[config.mk]
export PLATFORM = sky130hd
export DESIGN_NAME = unidade_busca
export DESIGN_NICKNAME = d
export VERILOG_FILES = /design/src/rtl/unidade_busca.sv
export SDC_FILE = /design/constraint.sdc
export NUM_CORES = 1
export LEC_CHECK = 0
export CAP_MARGIN = 15
export CORE_MARGIN = 2
export CORE_UTILIZATION = 40
export CTS_BUF_LIST = sky130_fd_sc_hd__clkbuf_4 sky130_fd_sc_hd__clkbuf_8 sky130_fd_sc_hd__clkbuf_16
export DETAILED_ROUTE_END_ITERATION = 8
export GPL_ROUTABILITY_DRIVEN = 0
export HOLD_SLACK_MARGIN = 0.03
export PLACE_DENSITY = 0.78
export SETUP_SLACK_MARGIN = 0.2
export SLEW_MARGIN = 40
export SYNTH_ARGS = -nofsm -noshare
export SYNTH_HDL_FRONTEND = slang
export SYNTH_SLANG_ARGS = --single-unit
[constraint.sdc]
create_clock -name clock -period 1.28 [get_ports clock]
set_input_delay 0.256 -clock clock [delete_from_list [all_inputs] [get_ports clock]]
set_output_delay 0.256 -clock clock [all_outputs]
set_load 0.02 [all_outputs]
[src/rtl/unidade_busca.sv]
// Redux-V instruction fetch stage: program counter, one-entry instruction
// register with valid/ready handoff to the decoder, branch redirect and halt.
module unidade_busca #(
  parameter logic [7:0] PC_INICIAL = 8'd0
) (
  input  logic       clock,
  input  logic       reset_n,
  output logic [7:0] endereco,
  input  logic [7:0] instrucao_mem,
  output logic [7:0] instr_saida,
  output logic [7:0] pc_saida,
  output logic       instr_valida,
  input  logic       pronto,
  input  logic       desvio_en,
  input  logic [7:0] desvio_alvo,
  input  logic       parar,
  output logic       parado
);

  localparam logic ATIVO  = 1'b0;
  localparam logic PARADO = 1'b1;

  logic [7:0] pc;
  logic       estado;
  logic       transferencia;
  logic       carga;

  assign transferencia = instr_valida & pronto;
  // A halt request suppresses the load in the same cycle it is sampled.
  assign carga    = (estado == ATIVO) & ~parar & (~instr_valida | transferencia);
  assign endereco = pc;
  assign parado   = (estado == PARADO);

  always_ff @(posedge clock) begin
    if (!reset_n) begin
      pc           <= PC_INICIAL;
      instr_saida  <= 8'd0;
      pc_saida     <= 8'd0;
      instr_valida <= 1'b0;
      estado       <= ATIVO;
    end else if (desvio_en) begin
      // Redirect wins over everything; any IR entry is dropped (a transfer
      // happening this cycle still completes on the decoder side).
      pc           <= desvio_alvo;
      instr_valida <= 1'b0;
      estado       <= ATIVO;
    end else begin
      if (carga) begin
        instr_saida  <= instrucao_mem;
        pc_saida     <= pc;
        instr_valida <= 1'b1;
        pc           <= pc + 8'd1;
      end else if (transferencia) begin
        instr_valida <= 1'b0;
      end
      if ((estado == ATIVO) && parar) begin
        estado <= PARADO;
      end
    end
  end

endmodule

==> flow_metrics.env, run 1 <==
export IMPL_syn_nets=130
export IMPL_core_um2=2710
export IMPL_drive_above_1_share_pct=49.2
export IMPL_io_buffers=46
export IMPL_setup_viol=0
export IMPL_dpl_hpwl_um=2020
export IMPL_cts_root_buf="clkbuf_4"
export IMPL_skew_ps=4.78
export IMPL_netlist_area_leader_share_pct=46.2
export IMPL_grtUsageTotal_pct=19.8
export IMPL_finalPower_uw=1850
export IMPL_area_growth_pct=72.7
export IMPL_drc=0
export IMPL_viasPerCell=5.11
export IMPL_h_tree_depth=1
export IMPL_vias=1062
export IMPL_slew_headroom_pct=81.4
export IMPL_critPathRequiredTime_ps=1550
export IMPL_grt_max_degree=16
export IMPL_cts_tree="built"
export IMPL_nFillCells=194
export IMPL_clockBufferDepth=2
export IMPL_cpMaxStageDelayCell="dfxtp_2"
export IMPL_ctsHoldBuffers=0
export IMPL_io_pins=47
export IMPL_rsz0062_at_grt="true"
export IMPL_path_clk_slew_ps=150
export IMPL_synth_top_area_cell="dfxtp_1"
export IMPL_drt_first_pass_iters=4
export IMPL_ys_ff_latch=26
export IMPL_drtIter0Drc=9
export IMPL_final_nets=200
export IMPL_setup_ws_ps=48.3
export IMPL_grt_pass1_wl_um=5050
export IMPL_arrival_ps=1500
export IMPL_fp_dieW_um=57.1
export IMPL_peakVddDrop_mv=0.800
export IMPL_clk_latency_ps=330
export IMPL_detail_route_antenna_nets=0
export IMPL_path_class="register to register"
export IMPL_finalMaxSlewViolations=0
export IMPL_yosysSeqAreaShare_pct=46.2
export IMPL_worst_setup_path_end_kind="register"
export IMPL_numCtsBuffers=3
export IMPL_antenna_found_initial=0
export IMPL_p_leak_uw=0.000894
export IMPL_dieArea_um2=3260
export IMPL_grt_pass1_vias=1138
export IMPL_crit_fanout=4
export IMPL_finalCritPeriodShare_pct=96.2
export IMPL_synth_cell_types=23
export IMPL_critPathLaunchType="register"
export IMPL_path_cells="buf_6, and4_1, nand4_1, xor2_1, a21oi_1"
export IMPL_avgSynthCellArea_um2=10.4
export IMPL_fmax_mhz=812
export IMPL_n_antenna_cell=0
export IMPL_yosysWarnings=0
export IMPL_clkSinkCount=26
export IMPL_postSynthCellCount=108
export IMPL_die_h_um=57.1
export IMPL_powerDensity_nw_per_um2=949
export IMPL_worst_path_buf_inv=1
export IMPL_start_util_pct=41.6
export IMPL_wl_um=3110
export IMPL_critPathMaxStageDelay_ps=380
export IMPL_wl_per_cell_um=15.0
export IMPL_holdWs_ps=490
export IMPL_hold_viol=0
export IMPL_worst_pin_slew_ps=275
export IMPL_period_minus_slack_ps=1230
export IMPL_cp_top_family="flip-flops"
export IMPL_synth_area_top_cells="dfxtp_1, mux2i_1, nor2b_1"
export IMPL_outcome="complete, no violations"
export IMPL_syn_area_um2=1130
export IMPL_place_ws_ps=-288
export IMPL_hp_class="primary input to register"
export IMPL_rows=19
export IMPL_max_cap_violations=0
export IMPL_grt_overflow=0
-- metrics by stage --
step / std cells / instance area [um^2] / util, % / TNS, ps
6_report: 208 / 1950 / 71.8 / 0
5_1_grt: 208 / 1950 / 71.8 / 0
4_1_cts: 206 / 1900 / 70.0 / 0
3_5_place_dp: 193 / 1720 / 63.5 / -5850
3_3_place_gp: 193 / 1720 / 63.5 / -5050
2_1_floorplan: 108 / 1150 / - / 0
-- report_power, final --
part | internal, uW | switching [uW] | leakage [uW] | total, uW
clock network | 239 | 260 | 0.0000261 | 499
logic | 260 | 190 | 0.000643 | 451
registers | 856 | 41.7 | 0.000225 | 898
-- tightest hold or removal path: stages --
cell	delay (ps)
clkdlybuf4s50_1	410
nand3_1	80
o21ai_1	60
-- final cells by class --
cell class / count / area [um^2] / area share, %
clock buffers: 4 / 47.5 / 2.44
inverters: 2 / 7.51 / 0.386
multi-input cells: 75 / 588 / 30.2
flip-flops and latches: 26 / 563 / 28.9
well taps: 31 / 38.8 / 1.99
repair buffers: 70 / 702 / 36.1
-- state kept, by name, indices dropped and copies added (netlist names) --
signal        cells
instr_saida       8
endereco          8
pc_saida          8
parado            1
instr_valida      1
-- synth_stat cells (all sizes together) --
| library cell | count |
|---|---|
| dfxtp | 26 |
| mux2i | 17 |
| nor2b | 16 |
| o21ai | 9 |
| a21oi | 7 |
| xor2 | 6 |
| nand3 | 4 |
| nand4 | 4 |
| clkbuf | 3 |
| and3 | 2 |
| buf | 2 |
| inv | 2 |
| nand2 | 2 |
| nor2 | 2 |
| a31oi | 1 |
| and2 | 1 |
| and4 | 1 |
| ha | 1 |
| nand2b | 1 |
| or3 | 1 |
-- repair_timing --
| action | in CTS | in global routing |
|---|---|---|
| gates cloned | 0 | 0 |
| pin swaps | 16 | 7 |
| setup endpoints to repair | 50 | 50 |
| buffers inserted | 9 | 2 |
| gates resized for setup | 173 | 13 |
-- kinds of logic (layout without fill, tap and decap cells) --
kind of cell             Yosys count  count (layout)  share of synthesized area (%)
flip-flops                        26              26                           46.2
AND/OR/NAND/NOR                   34              34                           21.6
multiplexers                      17              17                           15.1
XOR/XNOR                           6               6                           4.66
AO/OA/AOI/OAI                     17              17                           7.66
buffers and inverters              7              76                           3.66
adder cells (fa/ha/maj)            1               1                           1.11
-- path summary, 6_finish.rpt --
path                                             startpoint                           to  slack, ps  cells after the start
worst max-delay path               endereco[3]$_SDFFE_PN0P_     endereco[6]$_SDFFE_PN0P_         50                      5
worst max register to register     endereco[3]$_SDFFE_PN0P_     endereco[6]$_SDFFE_PN0P_         50                      5
worst min-delay path                         desvio_alvo[7]     endereco[7]$_SDFFE_PN0P_        490                      3
worst min register to register  instr_saida[5]$_SDFFE_PN0P_  instr_saida[5]$_SDFFE_PN0P_        540                      2
-- cell usage in the layout, fill, tap and decap left out, drive strengths merged --
| cell type | count |
|---|---|
| nand2 | 2 |
| nor2b | 16 |
| nand2b | 1 |
| and4 | 1 |
| and2 | 1 |
| xor2 | 6 |
| clkdlybuf4s50 | 18 |
| nor2 | 2 |
| mux2i | 17 |
| o21ai | 9 |
| nand3 | 4 |
| dlygate4sd2 | 2 |
| buf | 50 |
| a31oi | 1 |
| dfxtp | 26 |
| nand4 | 4 |
| clkbuf | 4 |
| ha | 1 |
| a21oi | 7 |
| and3 | 2 |
| or3 | 1 |
| inv | 2 |
-- per-layer routing --
metal | GRT usage [%] | wire length (um) | vias up
met3 | 3.85 | 194 | 15
met1 | 22.9 | 1250 | 488
met4 | 11.6 | 133 | 0
met5 | 0 | 0 | -
li1 | - | - | 510
met2 | 34.0 | 1530 | 49
(Power assumes the default switching activity.)
==> run 2, diff against run 1 <==
- CORE_ASPECT_RATIO: default -> 1.75
- clock period: 1.28 -> 1.5 ns (I/O delays scaled with it)
==> run 2 against run 1 <==
Compared with the run above:
- core utilization decreased by 5.8 points
- die area is 0.52% higher
- non-clock buffer count down 9
- clock skew decreased by 1.3 ps
- critical path type is now register to output port
- highest routed layer unchanged
==> flow_metrics.env, run 2 (same netlist as run 1, synthesis figures left out) <==
export IMPL_area_growth_pct=57.6
export IMPL_clockBufferDepth=2
export IMPL_grt_overflow=0
export IMPL_nFillCells=214
export IMPL_place_ws_ps=-177
export IMPL_wl_per_cell_um=14.0
export IMPL_wl_um=2730
export IMPL_skew_ps=3.51
export IMPL_finalCritPeriodShare_pct=85.9
export IMPL_powerDensity_nw_per_um2=857
export IMPL_final_nets=191
export IMPL_holdWs_ps=396
export IMPL_finalMaxSlewViolations=0
export IMPL_clkSinkCount=26
export IMPL_hp_class="primary input to register"
export IMPL_critPathRequiredTime_ps=1200
export IMPL_antenna_found_initial=0
export IMPL_worst_pin_slew_ps=227
export IMPL_critPathMaxStageDelay_ps=400
export IMPL_drtIter0Drc=12
export IMPL_arrival_ps=990
export IMPL_io_buffers=46
export IMPL_setup_viol=0
export IMPL_p_leak_uw=0.000879
export IMPL_drt_first_pass_iters=4
export IMPL_path_class="register to output port"
export IMPL_ctsHoldBuffers=0
export IMPL_grt_max_degree=26
export IMPL_period_minus_slack_ps=1290
export IMPL_setup_ws_ps=211
export IMPL_critPathLaunchType="register"
export IMPL_fmax_mhz=776
export IMPL_start_util_pct=41.9
export IMPL_cp_startpoint="endereco[1]$_SDFFE_PN0P_"
export IMPL_cp_top_family="flip-flops"
export IMPL_clk_latency_ps=270
export IMPL_dieArea_um2=3280
export IMPL_crit_fanout=6
export IMPL_peakVddDrop_mv=0.610
export IMPL_final_cell_mix="dfxtp_1, dlygate4sd2_1, clkdlybuf4s50_1"
export IMPL_detail_route_antenna_nets=0
export IMPL_drc=0
export IMPL_n_antenna_cell=0
export IMPL_core_um2=2690
export IMPL_viasPerCell=5.21
export IMPL_rsz0062_at_grt="true"
export IMPL_grt_pass1_vias=1031
export IMPL_path_cells="clkdlybuf4s15_1"
export IMPL_worst_setup_path_end_kind="output port"
export IMPL_grtUsageTotal_pct=17.2
export IMPL_worst_path_buf_inv=1
export IMPL_hold_viol=0
export IMPL_numCtsBuffers=3
export IMPL_cts_tree="built"
export IMPL_dpl_hpwl_um=1950
export IMPL_grt_pass1_wl_um=4240
export IMPL_die_h_um=74.2
export IMPL_outcome="complete, no violations"
export IMPL_r2r_start="endereco[5]$_SDFFE_PN0P_"
export IMPL_slew_headroom_pct=84.9
export IMPL_io_pins=47
export IMPL_vias=1015
export IMPL_fp_dieW_um=44.1
export IMPL_cts_root_buf="clkbuf_8"
export IMPL_path_clk_slew_ps=80
export IMPL_rows=25
export IMPL_cpMaxStageDelayCell="dfxtp_2"
export IMPL_max_cap_violations=0
export IMPL_drive_above_1_share_pct=17.9
export IMPL_hp_start="pronto"
export IMPL_h_tree_depth=1
[run 2: changes by cell type in the layout (fill, tap and decap cells not counted), sizes merged]
cell / before / now
buf: 50 / 14
dlygate4sd2: 2 / 23
clkbuf: 4 / 7
clkdlybuf4s15: 0 / 2
dlymetal6s2s: 0 / 1
[run 2: timing repair]
action,in CTS,in global routing
cloned,0,1
resized for setup,28,10
setup endpoints to repair,47,11
pin swaps,2,3
setup buffers,2,0
[run 2: worst paths after layout]
path,to,slack [ps],depth (start not counted)
worst max-delay path,endereco[1],210,1
worst min-delay path,instr_valida$_SDFFE_PP0P_,400,3
worst max register to register,endereco[7]$_SDFFE_PN0P_,250,5
worst min register to register,pc_saida[2]$_SDFFE_PN0P_,530,2
[run 2: cell type report]
class,count,area (um^2),area share [%]
Timing Repair Buffer,61,587,33.0
Multi-Input combinational cell,75,569,32.0
Tap cell,27,33.8,1.90
Clock buffer,4,55.1,3.10
Sequential cell,26,524,29.5
Inverter,2,7.51,0.423
[run 2: stage by stage]
step                      total power [uW]  area (um^2)  TNS (ps)  util [%]  instances
after floorplan                        924         1130         0         -        108
after global placement                1090         1690     -2460      63.0        188
after detailed placement              1100         1690     -3010      63.0        188
after CTS                             1520         1740         0      64.8        194
after global routing                  1580         1780         0      66.0        195
final                                 1520         1780         0      66.0        195
[run 2: power by group]
group / total [uW] / internal, uW / switching, uW
Clock: 443 / 234 / 208
Combinational: 328 / 175 / 153
Sequential: 752 / 727 / 25.1
Total: 1520 / 1140 / 386
[run 2: per-layer routing]
metal / up-vias / track usage, % / wire length [um]
met5: - / 0 / 0
met4: 0 / 12.1 / 110
met3: 11 / 2.18 / 171
met2: 42 / 30.9 / 1460
met1: 464 / 17.7 / 983
li1: 498 / - / -
==> run 3, diff against run 2 <==
- SKIP_CTS_REPAIR_TIMING: default -> 1
==> run 3 against run 2 <==
Compared with the run above:
- setup slack improved by 50 ps
- clock skew increased by 2.3 ps
- critical path type is now register to register
- register-to-register slack about the same
- largest power group unchanged
- sequential power about the same
- core utilization increased by 3.4 points
- critical path depth up 5
- non-clock buffer count shrank 1
- routed wire length up 1.3%
- highest routed layer unchanged
- sequential share of layout area fell by 1.3 points
==> flow_metrics.env, run 3 (same netlist as run 1, synthesis figures left out) <==
export IMPL_outcome="complete, no violations"
export IMPL_slew_headroom_pct=83.4
export IMPL_p_leak_uw=0.00122
export IMPL_h_tree_depth=1
export IMPL_layout_cells_non_filler=194
export IMPL_fp_dieW_um=44.1
export IMPL_drt_first_pass_iters=4
export IMPL_vias=1002
export IMPL_met2_length_um=1430
export IMPL_worst_setup_path_end_kind="register"
export IMPL_dieArea_um2=3280
export IMPL_start_util_pct=41.9
export IMPL_clk_latency_ps=270
export IMPL_viasPerCell=5.16
export IMPL_fmax_mhz=807
export IMPL_clockBufferDepth=2
export IMPL_grtUsageTotal_pct=16.6
export IMPL_antenna_found_initial=0
export IMPL_dp_cells=188
export IMPL_numCtsBuffers=3
export IMPL_rows=25
export IMPL_period_minus_slack_ps=1240
export IMPL_final_cell_mix="dlymetal6s2s_1, dfxtp_1, clkdlybuf4s50_1"
export IMPL_clkSinkCount=26
export IMPL_cp_top_family="flip-flops"
export IMPL_critPathRequiredTime_ps=1700
export IMPL_powerDensity_nw_per_um2=821
export IMPL_highest_layer="met4"
export IMPL_m1WireLength_um=1070
export IMPL_area_growth_pct=65.8
export IMPL_rsz0062_at_grt="false"
export IMPL_hp_class="primary input to register"
export IMPL_cts_tree="built"
export IMPL_io_pins=47
export IMPL_detail_route_antenna_nets=0
export IMPL_critPathLaunchType="register"
export IMPL_cpMaxStageDelayCell="dfxtp_1"
export IMPL_drtIter0Drc=16
export IMPL_cp_depth=6
export IMPL_finish_utilization_pct=69.5
export IMPL_grt_overflow=0
export IMPL_reg2reg_depth=6
export IMPL_cts_root_buf="clkbuf_8"
export IMPL_finalCritPeriodShare_pct=82.6
export IMPL_arrival_ps=1440
export IMPL_place_area_um2=1690
export IMPL_grt_pass1_wl_um=4140
export IMPL_path_class="register to register"
export IMPL_wl_met3_um=165
export IMPL_grt_max_degree=26
export IMPL_dpl_hpwl_um=1950
export IMPL_worst_path_buf_inv=2
export IMPL_final_common_cell="dlymetal6s2s_1"
export IMPL_holdPathStages=3
export IMPL_die_h_um=74.2
export IMPL_hold_viol=0
export IMPL_grt_pass1_vias=1009
export IMPL_fin_area_um2=1870
export IMPL_crit_fanout=5
export IMPL_wl_per_cell_um=14.3
export IMPL_drive_above_1_share_pct=16.2
export IMPL_path_cells="buf_4, nor2_8, buf_4, nand4_1, xor2_1, a21oi_1"
export IMPL_core_um2=2690
export IMPL_path_clk_slew_ps=90
export IMPL_drc=0
export IMPL_skew_ps=5.84
export IMPL_max_cap_violations=0
export IMPL_io_buffers=46
export IMPL_n_antenna_cell=0
export IMPL_peakVddDrop_mv=0.607
export IMPL_cp_common_cell="buf_4"
export IMPL_worst_pin_slew_ps=248
export IMPL_critPathMaxStageDelay_ps=310
export IMPL_setup_viol=0
export IMPL_wl_um=2770
export IMPL_final_nets=190
export IMPL_finalMaxSlewViolations=0
==> run 3: cell count changes in the layout (fill, tap and decap cells not counted), moves of 2 or more <==
cell | previous run | this run
dlymetal6s2s_1 | 1 | 28
clkbuf_2 | 2 | 0
clkdlybuf4s15_1 | 2 | 0
dlygate4sd2_1 | 23 | 0
buf_6 | 2 | 0
==> run 3: worst register-to-register path, delay by kind of cell, from the launching register on <==
family	cells	cell delay, ps
AOI/OAI and AO/OA	1	130
and+or+nand+nor	2	260
buffers and inverters	2	300
xor gates and xnor gates	1	170
DFF	1	310
==> run 3: power by group <==
| part | total, uW | switching [uW] | leakage (uW) | internal, uW |
|---|---|---|---|---|
| clock | 441 | 207 | 0.0000288 | 234 |
| sequential | 751 | 24.6 | 0.000214 | 726 |
| combinational | 342 | 152 | 0.000973 | 190 |
==> run 3: stage by stage <==
stage	setup WS, ps	total power (uW)	setup TNS [ps]	hold WS [ps]
floorplan	215	924	0	428
global placement	-138	1090	-2460	496
detailed placement	-177	1100	-3010	511
CTS	-84.2	1540	-729	536
global route	182	1600	0	413
finish	260	1530	0	388
==> run 3: routing by layer <==
layer	global-route usage, %	vias up
li1	-	493
met3	2.18	10
met2	29.7	43
met1	17.4	456
met5	0	-
met4	11.4	0
==> run 3: final cells by class <==
cell class	count	area, um^2
clock buffers	4	55.1
inverters	2	7.51
repair buffers	60	678
fillers	199	821
flip-flops and latches	26	527
well taps	27	33.8
multi-input cells	75	568
==> run 3: path summary, 6_finish.rpt <==
path         slack, ps                          end                   startpoint
max                260     endereco[5]$_SDFFE_PN0P_          parado$_SDFFE_PP0P_
min                390    instr_valida$_SDFFE_PP0P_                       pronto
max reg2reg        260     endereco[5]$_SDFFE_PN0P_          parado$_SDFFE_PP0P_
min reg2reg        510  instr_saida[1]$_SDFFE_PN0P_  instr_saida[1]$_SDFFE_PN0P_
